### src/rtl/pulse_train_gen.sv
// -----------------------------------------------------------------------------
// pulse_train_gen
//
// Generates a programmable train of rising edges on a single registered line
// for a downstream posedge detector. A one-cycle start request (accepted only
// while idle) latches the high-phase length, the low-phase (gap) length and the
// pulse count. The block then drives the waveform by itself and strobes done
// for one cycle as the last pulse falls. There is no trailing low phase after
// the final pulse.
//
// Optional feature: define PULSE_TRAIN_GEN_ABORT_EN to add an abort input that
// cancels a running train. The aborted output strobes for one cycle, and done
// is not raised for that train.
//
// Parameters
//   CNT_W         width of the phase-length fields and phase counter
//   NUM_W         width of the pulse count and pulses_sent
//
// Ports
//   clk_i           system clock, rising edge
//   reset_i         synchronous, active-high reset; discards a running train
//   start_i         start request, ignored while busy_o=1
//   high_len_i      high-phase length in cycles (0 behaves as 1), sampled on accept
//   low_len_i       low-phase length in cycles (0 behaves as 1), sampled on accept
//   num_pulses_i    number of pulses (0 = done strobe only), sampled on accept
//   abort_i         (ABORT_EN only) cancel the running train
//   out_o           generated waveform, registered
//   busy_o          train in progress
//   done_o          one-cycle completion strobe
//   aborted_o       (ABORT_EN only) one-cycle abort strobe
//   pulses_sent_o   rising edges emitted in the current or last train
// -----------------------------------------------------------------------------
module pulse_train_gen #(
    parameter int CNT_W = 8,
    parameter int NUM_W = 8
) (
    input  logic             clk_i,
    input  logic             reset_i,
    input  logic             start_i,
    input  logic [CNT_W-1:0] high_len_i,
    input  logic [CNT_W-1:0] low_len_i,
    input  logic [NUM_W-1:0] num_pulses_i,
`ifdef PULSE_TRAIN_GEN_ABORT_EN
    input  logic             abort_i,
    output logic             aborted_o,
`endif
    output logic             out_o,
    output logic             busy_o,
    output logic             done_o,
    output logic [NUM_W-1:0] pulses_sent_o
);

    localparam logic [1:0] ST_IDLE = 2'd0;
    localparam logic [1:0] ST_HIGH = 2'd1;
    localparam logic [1:0] ST_LOW  = 2'd2;

    logic [1:0]       state_q, state_d;
    logic [CNT_W-1:0] cnt_q,   cnt_d;     // cycles left in the current phase, minus one
    logic [CNT_W-1:0] high_q,  high_d;    // latched H (already clamped to >= 1)
    logic [CNT_W-1:0] low_q,   low_d;     // latched L (already clamped to >= 1)
    logic [NUM_W-1:0] num_q,   num_d;     // latched N
    logic [NUM_W-1:0] sent_q,  sent_d;
    logic             out_q,   out_d;
    logic             busy_q,  busy_d;
    logic             done_q,  done_d;

    logic             abort_w;
    logic [CNT_W-1:0] high_acc;
    logic [CNT_W-1:0] low_acc;

`ifdef PULSE_TRAIN_GEN_ABORT_EN
    logic aborted_q, aborted_d;
    assign abort_w = abort_i;
`else
    assign abort_w = 1'b0;
`endif

    // A zero-length phase is treated as a one-cycle phase.
    assign high_acc = (high_len_i == '0) ? CNT_W'(1) : high_len_i;
    assign low_acc  = (low_len_i  == '0) ? CNT_W'(1) : low_len_i;

    always_comb begin
        // NOTE: every signal driven here gets a default first, so no path leaves
        // one unassigned and no latch is inferred.
        state_d = state_q;
        cnt_d   = cnt_q;
        high_d  = high_q;
        low_d   = low_q;
        num_d   = num_q;
        sent_d  = sent_q;
        out_d   = out_q;
        busy_d  = busy_q;
        done_d  = 1'b0;
`ifdef PULSE_TRAIN_GEN_ABORT_EN
        aborted_d = 1'b0;
`endif

        case (state_q)
            ST_IDLE: begin
                // abort is meaningless while idle, so start always wins here.
                if (start_i) begin
                    high_d = high_acc;
                    low_d  = low_acc;
                    num_d  = num_pulses_i;
                    sent_d = '0;
                    if (num_pulses_i != '0) begin
                        state_d = ST_HIGH;
                        out_d   = 1'b1;
                        busy_d  = 1'b1;
                        sent_d  = NUM_W'(1);
                        cnt_d   = high_acc - CNT_W'(1);
                    end else begin
                        done_d = 1'b1;
                    end
                end
            end

            ST_HIGH, ST_LOW: begin
                if (abort_w) begin
                    // Abort takes priority over a phase ending in the same cycle.
                    state_d = ST_IDLE;
                    out_d   = 1'b0;
                    busy_d  = 1'b0;
`ifdef PULSE_TRAIN_GEN_ABORT_EN
                    aborted_d = 1'b1;
`endif
                end else if (cnt_q != '0) begin
                    cnt_d = cnt_q - CNT_W'(1);
                end else if (state_q == ST_HIGH) begin
                    out_d = 1'b0;
                    if (sent_q < num_q) begin
                        state_d = ST_LOW;
                        cnt_d   = low_q - CNT_W'(1);
                    end else begin
                        // Last pulse: return to idle with no trailing gap.
                        state_d = ST_IDLE;
                        busy_d  = 1'b0;
                        done_d  = 1'b1;
                    end
                end else begin
                    state_d = ST_HIGH;
                    out_d   = 1'b1;
                    sent_d  = sent_q + NUM_W'(1);
                    cnt_d   = high_q - CNT_W'(1);
                end
            end

            default: begin
                state_d = ST_IDLE;
                out_d   = 1'b0;
                busy_d  = 1'b0;
            end
        endcase
    end

    always_ff @(posedge clk_i) begin
        // NOTE: state registers use non-blocking assignments so every register
        // samples the pre-edge value of every other one.
        if (reset_i) begin
            state_q <= ST_IDLE;
            cnt_q   <= '0;
            high_q  <= '0;
            low_q   <= '0;
            num_q   <= '0;
            sent_q  <= '0;
            out_q   <= 1'b0;
            busy_q  <= 1'b0;
            done_q  <= 1'b0;
        end else begin
            state_q <= state_d;
            cnt_q   <= cnt_d;
            high_q  <= high_d;
            low_q   <= low_d;
            num_q   <= num_d;
            sent_q  <= sent_d;
            out_q   <= out_d;
            busy_q  <= busy_d;
            done_q  <= done_d;
        end
    end

`ifdef PULSE_TRAIN_GEN_ABORT_EN
    always_ff @(posedge clk_i) begin
        if (reset_i) begin
            aborted_q <= 1'b0;
        end else begin
            aborted_q <= aborted_d;
        end
    end

    assign aborted_o = aborted_q;
`endif

    assign out_o         = out_q;
    assign busy_o        = busy_q;
    assign done_o        = done_q;
    assign pulses_sent_o = sent_q;

endmodule
### config.mk
export PLATFORM = sky130hd
export DESIGN_NAME = pulse_train_gen
export DESIGN_NICKNAME = d
export VERILOG_FILES = /design/src/rtl/pulse_train_gen.sv
export SDC_FILE = /design/constraint.sdc
export NUM_CORES = 1
export LEC_CHECK = 0
export ABC_CLOCK_PERIOD_IN_PS = 3500
export CORE_MARGIN = 1.5
export CORE_UTILIZATION = 37
export DETAILED_ROUTE_END_ITERATION = 16
export GPL_TIMING_DRIVEN = 1
export PLACE_DENSITY = 0.56
export SYNTH_ARGS = -nofsm -noshare
export SYNTH_HDL_FRONTEND = slang
export SYNTH_SLANG_ARGS = --single-unit
### constraint.sdc
create_clock -name clk_i -period 3.5 [get_ports clk_i]
set_input_delay 0.525 -clock clk_i [delete_from_list [all_inputs] [get_ports clk_i]]
set_output_delay 0.525 -clock clk_i [all_outputs]
set_load 0.02 [all_outputs]
==> results of run 1 <==
## final cells by class
| class | count | area share |
|---|---|---|
| multi-input cells | 224 | 0.4573 |
| flip-flops and latches | 44 | 0.2978 |
| repair buffers | 43 | 0.1404 |
| well taps | 75 | 0.03173 |
| clock inverters | 3 | 0.03046 |
| clock buffers | 5 | 0.02327 |
| inverters | 15 | 0.01904 |
## through the flow
step | total power (uW) | instance area, um^2
after floorplan | 1219 | 2357
after global placement | 1439 | 2799
after detailed placement | 1435 | 2799
after CTS | 1984 | 2958
after global routing | 2109 | 2958
final | 1969 | 2958
## worst register-to-register path, stage by stage (launching register included)
cell	delay [ns]
dfxtp_1	0.36
inv_1	0.09
ha_1	0.55
mux2_4	0.35
a311oi_1	0.34
or2_2	0.18
ha_1	0.21
nor3b_1	0.25
xnor2_1	0.09
a211oi_1	0.22
## final timing paths
| kind | start | end | slack, ns | cells after the start |
|---|---|---|---|---|
| setup / recovery | state_q[1]$_SDFFE_PP0P_ | cnt_q[4]$_SDFFE_PP0P_ | 0.79 | 9 |
| hold / removal | high_q[4]$_SDFFE_PP0P_ | high_q[4]$_SDFFE_PP0P_ | 0.45 | 2 |
| setup reg to reg | state_q[1]$_SDFFE_PP0P_ | cnt_q[4]$_SDFFE_PP0P_ | 0.79 | 9 |
| hold reg to reg | high_q[4]$_SDFFE_PP0P_ | high_q[4]$_SDFFE_PP0P_ | 0.45 | 2 |
## routing by layer
layer  track usage  share of wire  vias to the layer above
met4       0.06364          0.018                        0
li1              -              -                     1113
met5             0              0                        -
met1        0.2450           0.50                      968
met3       0.03777          0.034                        9
met2        0.2772           0.44                       40
## flip-flops by register name, indices dropped and copies added (netlist names)
signal	count
pulses_sent_o	8
busy_o	1
low_q	8
state_q	2
done_o	1
high_q	8
cnt_q	8
num_q	8
## cell families (layout without fill, tap and decap cells)
group	Yosys count	after routing
flip-flops	44	44
buffers and inverters	30	66
multiplexers	10	10
XOR/XNOR	9	9
AO/OA/AOI/OAI	71	71
AND/OR/NAND/NOR	120	120
adder cells (fa/ha/maj)	14	14
## where the power goes
group / leakage [uW] / internal, uW / switching [uW]
logic: 0.000685 / 318 / 449
clock network: 0.0000784 / 357 / 192
registers: 0.000361 / 586 / 67.5
total: 0.00113 / 1260 / 708
## cell usage in the layout (no fill, tap or decap), types with 6 or more instances in the layout
cell	synthesis	final
a21oi_1	38	38
buf_4	0	6
a211oi_1	8	8
ha_1	14	14
nand2_1	50	50
nand3_1	6	6
nor2_1	33	33
a31oi_1	6	6
nor3_1	6	6
inv_1	15	15
dfxtp_1	44	44
clkdlybuf4s50_1	0	37
mux2_1	6	6
==> results.md, run 1 <==
- DPL Wire Length: 4365 um
- Seq/Total Area, Yosys: 0.3737
- WL/cell: 14.30 um
- Setup Viol. Count Final: 0
- Cell leakage power: 0.001125 uW
- Post-Synth XOR/XNOR Area: 0.03344
- Row Count: 28
- Utilization after layout: 0.4909
- Total clock buffers created by CTS: 5
- Most area-hungry cell type in the Yosys netlist: dfxtp_1
- Period utilization: 0.7748
- Layout Cells excl Fill: 409
- Vias: 2130
- Clk sinks: 44
- DR DRC count: 0
- Resized Gates After CTS: 0
- Worst hold path class: reg2reg
- Synth area leaders: dfxtp_1 37%, a21oi_1 8.1%, nand2_1 8.0%
- CP Launch Type: flip-flop
- Top-count cell post-synth: nand2_1
- Fraction of synthesized area in multiplexers: 0.04989
- Maximum clock rate: 368.7 MHz
- Starting Density: 0.3912
- Worst-skew pair later-pin latency: 0.31 ns
- Area share of fa/ha/maj cells after synthesis: 0.07431
- Count of unique library cells instantiated by Yosys: 41
- Worst path slowest cell: ha_1
- Status: finished, final reports clean
- Unrepaired setup endpoints after global routing: false
- Synthesized area per cell: 7.910 um^2
- Syn nets: 339
- Main combinational cell family by area after synthesis: simple AND/OR/NAND/NOR gates
- Root Driver: clkbuf_8
- Synth Warn #: 0
- Routability congestion estimate: 0.8422
- Req. time, crit path: 3.73 ns
- Final nets: 374
- # hold bufs at CTS: 0
- Yosys reg bits: 44
- GRT Total Usage: 0.1785
- Post-placement cell count: 401
- WP buf/inv: 1
- Setup bufs post-CTS: 0
- Area of the multi-input gates: 0.001353 mm^2
- Initial DRC Count: 69
- # H-tree levels: 2
- Die Height: 82.82 um
- Netlist Area Pre-Place: 0.002357 mm^2
- Area delta synth->final: 25.48%
- Top delay family on crit path: adder cells
- Top-area cell type share of the netlist area: 0.3737
- Worst Clk Skew: 0.003645 ns
- Worst-path clk slew: 0.09 ns
- First-pass detailed-route iteration total: 4
- Crit path cell chain: inv_1 > ha_1 > mux2_4 > a311oi_1 > or2_2 > ha_1 > nor3b_1 > xnor2_1 > a211oi_1
- DR vias/cell: 5.208
- Port bufs: 37
- Final wirelength: 5849 um
- Ports: 38
- CP Max Fanout: 14
- Antenna Cells: 0
- Placeable Area: 0.006026 mm^2
- Initial antenna violation count: 0
- Filler cells: 611
- Post-synthesis compound-gate area fraction: 0.1842
- Grt ovf: 0
- Die area: 0.006859 mm^2
- Vias in the first global route: 2000
- Most frequent CP cell: ha_1
- Share of cells above drive strength 1: 0.06287
- CP arrival: 2.94 ns
- Fin. Hold Viols: 0
- Die Wd: 82.82 um
- Worst setup EP type: flip-flop
- Asr flop ratio synth: 0
- Post-synth top cells: 50 x nand2_1, 44 x dfxtp_1, 38 x a21oi_1
- Post-Synth Simple-Gate Area: 0.2320
- Max-slew violations: 0
- Most used DFF post-synth: dfxtp_1
- FF+latch area: 880.8 um^2
- Largest net degree at the start of global routing: 24
- Placement Setup Slack: 0.7644 ns
- Slew @ Worst Pin: 0.6453 ns
- Worst-case vdd ir drop: 0.2486 mV
- Max-slew headroom: 0.5684
- Setup TNS: 0 ns
- Hold_ws: 0.4518 ns
- Final Critical Period: 2.712 ns
- MaxCap Viol Count: 0
- CTS max path bufs: 2
- Crit path kind: reg2reg
- DRT antenna net count: 0
- Max incr delay on CP: 0.55 ns
- CTS tree: yes
- Final worst slack: 0.7881 ns
- Post-synth EDFFs: 0
- Power per cell area: 665.8 mW/mm^2
- Post-Syn Instances: 298
- First-pass GRT wire length: 9908 um
Power figures use the tool's default switching activity.
==> inputs of run 2 (changes only) <==
--- a/config.mk
+++ b/config.mk
@@ -5,12 +5,12 @@
 export SDC_FILE = /design/constraint.sdc
 export NUM_CORES = 1
 export LEC_CHECK = 0
-export ABC_CLOCK_PERIOD_IN_PS = 3500
+export ABC_CLOCK_PERIOD_IN_PS = 2300
 export CORE_MARGIN = 1.5
 export CORE_UTILIZATION = 37
 export DETAILED_ROUTE_END_ITERATION = 16
 export GPL_TIMING_DRIVEN = 1
-export PLACE_DENSITY = 0.56
+export PLACE_DENSITY = 0.58
 export SYNTH_ARGS = -nofsm -noshare
 export SYNTH_HDL_FRONTEND = slang
 export SYNTH_SLANG_ARGS = --single-unit
==> constraint.sdc (replaced) <==
create_clock -name clk_i -period 2.3 [get_ports clk_i]
set_input_delay 0.345 -clock clk_i [delete_from_list [all_inputs] [get_ports clk_i]]
set_output_delay 0.345 -clock clk_i [all_outputs]
set_load 0.02 [all_outputs]
==> run 2 against run 1 <==
Critical path type unchanged. Sequential share of layout area shrank 2.5 points. Clock power grew 15%. Register-to-register slack lost 0.67 ns. Hold slack gained 0.0029 ns. Non-clock buffer count grew 34. First-iteration DRC count grew 110%. Worst setup slack lost 0.67 ns. Largest power group unchanged. Sequential power grew 52%. Final area grew 9.7%. Die area is the same. Clock-buffer cell count is the same. Utilization grew 4.8 points.
==> results.md, run 2 (synthesis gave the netlist of run 1 again) <==
- Ports: 38
- Maximum clock rate: 458.7 MHz
- Setup slack, reg-to-reg: 0.12 ns
- MaxCap Viol Count: 0
- # H-tree levels: 2
- Filler cells: 599
- First-pass GRT wire length: 10010 um
- Hold_ws: 0.4548 ns
- WHS Endpoint: high_q[2]$_SDFFE_PP0P_
- Hold depth: 2
- Starting Density: 0.3912
- DR DRC count: 0
- Worst-skew pair later-pin latency: 0.30 ns
- Placeable Area: 0.006026 mm^2
- Row Count: 28
- Antenna Cells: 0
- Vias: 2266
- Max-slew violations: 0
- CTS max path bufs: 2
- Vias in the first global route: 2051
- Final nets: 408
- Cell leakage power: 0.001288 uW
- WL/cell: 13.95 um
- GRT Total Usage: 0.1765
- R2R cell count: 9
- Fin. Hold Viols: 0
- Setup TNS: 0 ns
- Root Driver: clkbuf_8
- # hold bufs at CTS: 0
- Worst Clk Skew: 0.004590 ns
- Setup Viol. Count Final: 0
- FF-to-FF End: cnt_q[4]$_SDFFE_PP0P_
- Crit path kind: reg2reg
- Port bufs: 37
- Die Height: 82.82 um
- Routability congestion estimate: 0.8739
- Clk sinks: 44
- Worst-path clk slew: 0.09 ns
- Final Critical Period: 2.180 ns
- Most common cell after layout, fill and taps aside: nand2_1
- Layout Cells excl Fill: 443
- Total clock buffers created by CTS: 5
- Slew @ Worst Pin: 0.6316 ns
- Status: finished, final reports clean
- CP Max Fanout: 8
- Worst-case vdd ir drop: 0.5030 mV
- Origin of the critical flop-to-flop path: state_q[1]$_SDFFE_PP0P_
- Die Wd: 82.82 um
- CP arrival: 2.41 ns
- Post-placement cell count: 430
- Req. time, crit path: 2.53 ns
- Period utilization: 0.9479
- Max-slew headroom: 0.5776
- Final wirelength: 6178 um
- DR vias/cell: 5.115
- Largest net degree at the start of global routing: 27
- Worst setup EP type: flip-flop
- DPL Wire Length: 4515 um
- Initial DRC Count: 142
- Share of cells above drive strength 1: 0.1739
- DRT antenna net count: 0
- Worst hold path class: reg2reg
- First-pass detailed-route iteration total: 4
- Most frequent cells in the layout: 50 x nand2_1, 43 x dfxtp_1, 38 x a21oi_1, 37 x clkdlybuf4s50_1, 37 x buf_4
- Initial antenna violation count: 0
- Hold Path Origin: high_q[2]$_SDFFE_PP0P_
- Grt ovf: 0
- CP Launch Type: flip-flop
- Die area: 0.006859 mm^2
- Area delta synth->final: 37.69%
- Power per cell area: 972.9 mW/mm^2
- CTS tree: yes
-- run 2: changes by cell type in the layout (fill, tap and decap cells not counted), sizes merged --
cell	previous run	this run
clkinvlp	0	1
inv	15	16
bufinv	3	1
buf	6	40
-- run 2: metal layers --
| layer | part of all wire | up-vias | track usage |
|---|---|---|---|
| met3 | 0.055 | 7 | 0.03976 |
| li1 | - | 1177 | - |
| met4 | 0.014 | 0 | 0.06364 |
| met2 | 0.43 | 46 | 0.2550 |
| met5 | 0 | - | 0 |
| met1 | 0.50 | 1036 | 0.2562 |
-- run 2: power by group --
| part | internal, uW | switching, uW | total [uW] |
|---|---|---|---|
| Combinational | 745 | 791 | 1540 |
| Sequential | 895 | 97.0 | 992 |
| Clock | 328 | 301 | 629 |
-- run 2: what timing repair did --
action | 4_1_cts | 5_1_grt
gates resized for setup | 1 | 9
buffers inserted | 0 | 5
hold endpoints to repair | 0 | 0
pin swaps | 0 | 2
endpoints found under the setup margin | 2 | 6
-- run 2: per-stage QoR --
| stage | area (um^2) | setup WS [ns] | utilization | total power (uW) |
|---|---|---|---|---|
| floorplan | 2371 | 0.002308 | - | 1871 |
| global placement | 3050 | -0.05663 | 0.5062 | 2399 |
| detailed placement | 3050 | -0.1473 | 0.5062 | 2410 |
| CTS | 3176 | 0.06380 | 0.5270 | 3061 |
| global route | 3246 | -0.01968 | 0.5386 | 3358 |
| finish | 3246 | 0.1198 | 0.5386 | 3158 |
-- run 2: final cells by class --
cell class | instances | area (um^2) | share of cell area
multi-input cells | 224 | 1396 | 0.4302
flip-flops and latches | 44 | 884.6 | 0.2726
repair buffers | 77 | 699.4 | 0.2155
well taps | 75 | 93.84 | 0.02891
clock buffers | 5 | 68.82 | 0.02120
inverters | 15 | 56.30 | 0.01735
clock inverters | 3 | 46.29 | 0.01426
-- run 2: worst max-delay path, stage by stage, from the launching register on --
cell      delay [ns]
dfxtp_1         0.36
inv_2           0.06
ha_4            0.20
mux2_4          0.33
a311oi_2        0.32
or2_2           0.17
ha_1            0.17
nor3b_2         0.19
xnor2_1         0.08
a211oi_1        0.23
-- run 2: worst max-delay path by stage --
stage	start	endpoint	slack [ns]
after floorplan	state_q[0]$_SDFFE_PP0P_	cnt_q[4]$_SDFFE_PP0P_	0.002
after global placement	high_len_i[6]	cnt_q[4]$_SDFFE_PP0P_	-0.06
after detailed placement	high_len_i[6]	cnt_q[4]$_SDFFE_PP0P_	-0.15
after CTS	state_q[0]$_SDFFE_PP0P_	cnt_q[4]$_SDFFE_PP0P_	0.06
after global routing	state_q[1]$_SDFFE_PP0P_	cnt_q[4]$_SDFFE_PP0P_	-0.02
final	state_q[1]$_SDFFE_PP0P_	cnt_q[4]$_SDFFE_PP0P_	0.12
==> inputs of run 3 (changes only) <==
--- a/config.mk
+++ b/config.mk
@@ -7,10 +7,9 @@
 export LEC_CHECK = 0
 export ABC_CLOCK_PERIOD_IN_PS = 2300
 export CORE_MARGIN = 1.5
-export CORE_UTILIZATION = 37
+export CORE_UTILIZATION = 48
 export DETAILED_ROUTE_END_ITERATION = 16
-export GPL_TIMING_DRIVEN = 1
-export PLACE_DENSITY = 0.58
+export PLACE_DENSITY = 0.73
 export SYNTH_ARGS = -nofsm -noshare
 export SYNTH_HDL_FRONTEND = slang
 export SYNTH_SLANG_ARGS = --single-unit
==> run 3 against run 2 <==
Final area fell by 2.1%. Global-route usage rose by 5.3 points. Cell count fell by 3.2%. Hold slack got worse by 0.00083 ns. Critical endpoint is now cnt_q[5]$_SDFFE_PP0P_. Largest cell class unchanged.
==> results.md, run 3 (synthesis gave the netlist of run 1 again) <==
- Status: finished, final reports clean
- Grt ovf: 0
- Root Driver: clkbuf_8
- Hold Path Origin: high_q[5]$_SDFFE_PP0P_
- Routability congestion estimate: 0.8446
- Crit path kind: reg2reg
- Most common cell after layout, fill and taps aside: nand2_1
- DR vias/cell: 5.387
- Setup bufs post-CTS: 0
- Placeable Area: 0.004723 mm^2
- Layout Cells excl Fill: 429
- DRT antenna net count: 0
- Period utilization: 0.9483
- First-pass GRT wire length: 9349 um
- Port bufs: 37
- Max-slew headroom: 0.7721
- CP arrival: 2.41 ns
- Initial DRC Count: 105
- CTS max path bufs: 2
- Share of cells above drive strength 1: 0.1768
- Post-DP Area: 0.003008 mm^2
- Fin area: 0.003177 mm^2
- Initial antenna violation count: 0
- Worst Clk Skew: 0.003343 ns
- Resized Gates After CTS: 0
- Hold_ws: 0.4539 ns
- Worst hold path class: reg2reg
- MaxCap Viol Count: 0
- Worst-path clk slew: 0.08 ns
- Psw: 1150 uW
- Area delta synth->final: 34.77%
- Die area: 0.005341 mm^2
- Fin. Hold Viols: 0
- Final Critical Period: 2.181 ns
- Ports: 38
- Max-slew violations: 0
- DPL Wire Length: 4337 um
- Flop pwr share: 0.335
- WL/cell: 13.48 um
- CP startpoint: state_q[1]$_SDFFE_PP0P_
- Logic pwr share: 0.495
- Power per cell area: 938.2 mW/mm^2
- Overall power: 2981 uW
- # hold bufs at CTS: 0
- Filler cells: 408
- Vias in the first global route: 2093
- Clock group share of total power: 0.170
- Row Count: 25
- Worst-case vdd ir drop: 0.5227 mV
- Worst setup EP type: flip-flop
- Pint: 1831 uW
- Antenna Cells: 0
- CTS tree: yes
- Setup Viol. Count Final: 0
- Die Height: 73.08 um
- CP Max Fanout: 7
- GRT Total Usage: 0.2300
- Most frequent cells in the layout: 50 x nand2_1, 43 x dfxtp_1, 38 x a21oi_1, 37 x clkdlybuf4s50_1
- Final wirelength: 5781 um
- Vias: 2311
- Req. time, crit path: 2.53 ns
- Clk sinks: 44
- # H-tree levels: 2
- Largest net degree at the start of global routing: 28
- Slew @ Worst Pin: 0.3393 ns
- DR DRC count: 0
- Die Wd: 73.08 um
- Maximum clock rate: 458.5 MHz
- First-pass detailed-route iteration total: 4
- Total clock buffers created by CTS: 5
- Origin of the critical flop-to-flop path: state_q[1]$_SDFFE_PP0P_
- Final nets: 402
- Switch share: 0.3857
- Starting Density: 0.4991
- Cell leakage power: 0.001250 uW
- Worst-skew pair later-pin latency: 0.30 ns
- CP Launch Type: flip-flop
- Post-placement cell count: 421
==> run 3: changes by cell type in the layout (fill, tap and decap cells not counted), moves of 2 or more <==
cell / delta
buf_4: -4
buf_12: -2
clkinv_2: +2
nor4_2: +2
nor4_1: -2
==> run 3: layout make-up <==
type	count	area (um^2)	share of cell area
Inverter	15	56.30	0.01772
Clock inverter	2	10.01	0.003151
Clock buffer	6	82.58	0.02599
Multi-Input combinational cell	224	1433	0.4510
Timing Repair Buffer	71	629.4	0.1981
Sequential cell	44	882.1	0.2777
Tap cell	67	83.83	0.02639
==> run 3: worst paths after layout <==
kind / to / slack [ns] / cells after the start
worst min register to register: high_q[5]$_SDFFE_PP0P_ / 0.45 / 2
worst min-delay path: high_q[5]$_SDFFE_PP0P_ / 0.45 / 2
worst max-delay path: cnt_q[5]$_SDFFE_PP0P_ / 0.12 / 9
worst max register to register: cnt_q[5]$_SDFFE_PP0P_ / 0.12 / 9
==> run 3: critical path, cell delays in order, from the launching register on <==
cell      delay (ns)
dfxtp_1         0.33
inv_2           0.09
ha_4            0.21
mux2_1          0.35
a31oi_2         0.22
a21oi_1         0.12
buf_4           0.17
nor4_2          0.26
xnor2_1         0.14
a211oi_2        0.21
==> run 3: power by group through the flow <==
stage	Combinational [uW]	Sequential, uW	Clock [uW]
finish	1470	1000	506
global route	1620	1020	550
CTS	1380	986	515
detailed placement	1370	1000	0
global placement	1350	996	0
floorplan	864	1010	0
==> run 3: per-stage QoR <==
| step | setup WS (ns) | setup TNS (ns) | utilization |
|---|---|---|---|
| 2_1_floorplan | 0.002308 | 0 | - |
| 3_3_place_gp | -0.05490 | -0.08377 | 0.6368 |
| 3_5_place_dp | -0.07103 | -0.4271 | 0.6368 |
| 4_1_cts | 0.006100 | 0 | 0.6564 |
| 5_1_grt | -0.005268 | -0.005984 | 0.6726 |
| 6_report | 0.1190 | 0 | 0.6726 |
==> run 3: metal layers <==
| metal | vias up | share of wire | track usage |
|---|---|---|---|
| met5 | - | 0 | 0 |
| met4 | 0 | 0.021 | 0.09434 |
| met3 | 9 | 0.039 | 0.04420 |
| met2 | 57 | 0.50 | 0.3879 |
| met1 | 1080 | 0.44 | 0.2862 |
| li1 | 1165 | - | - |
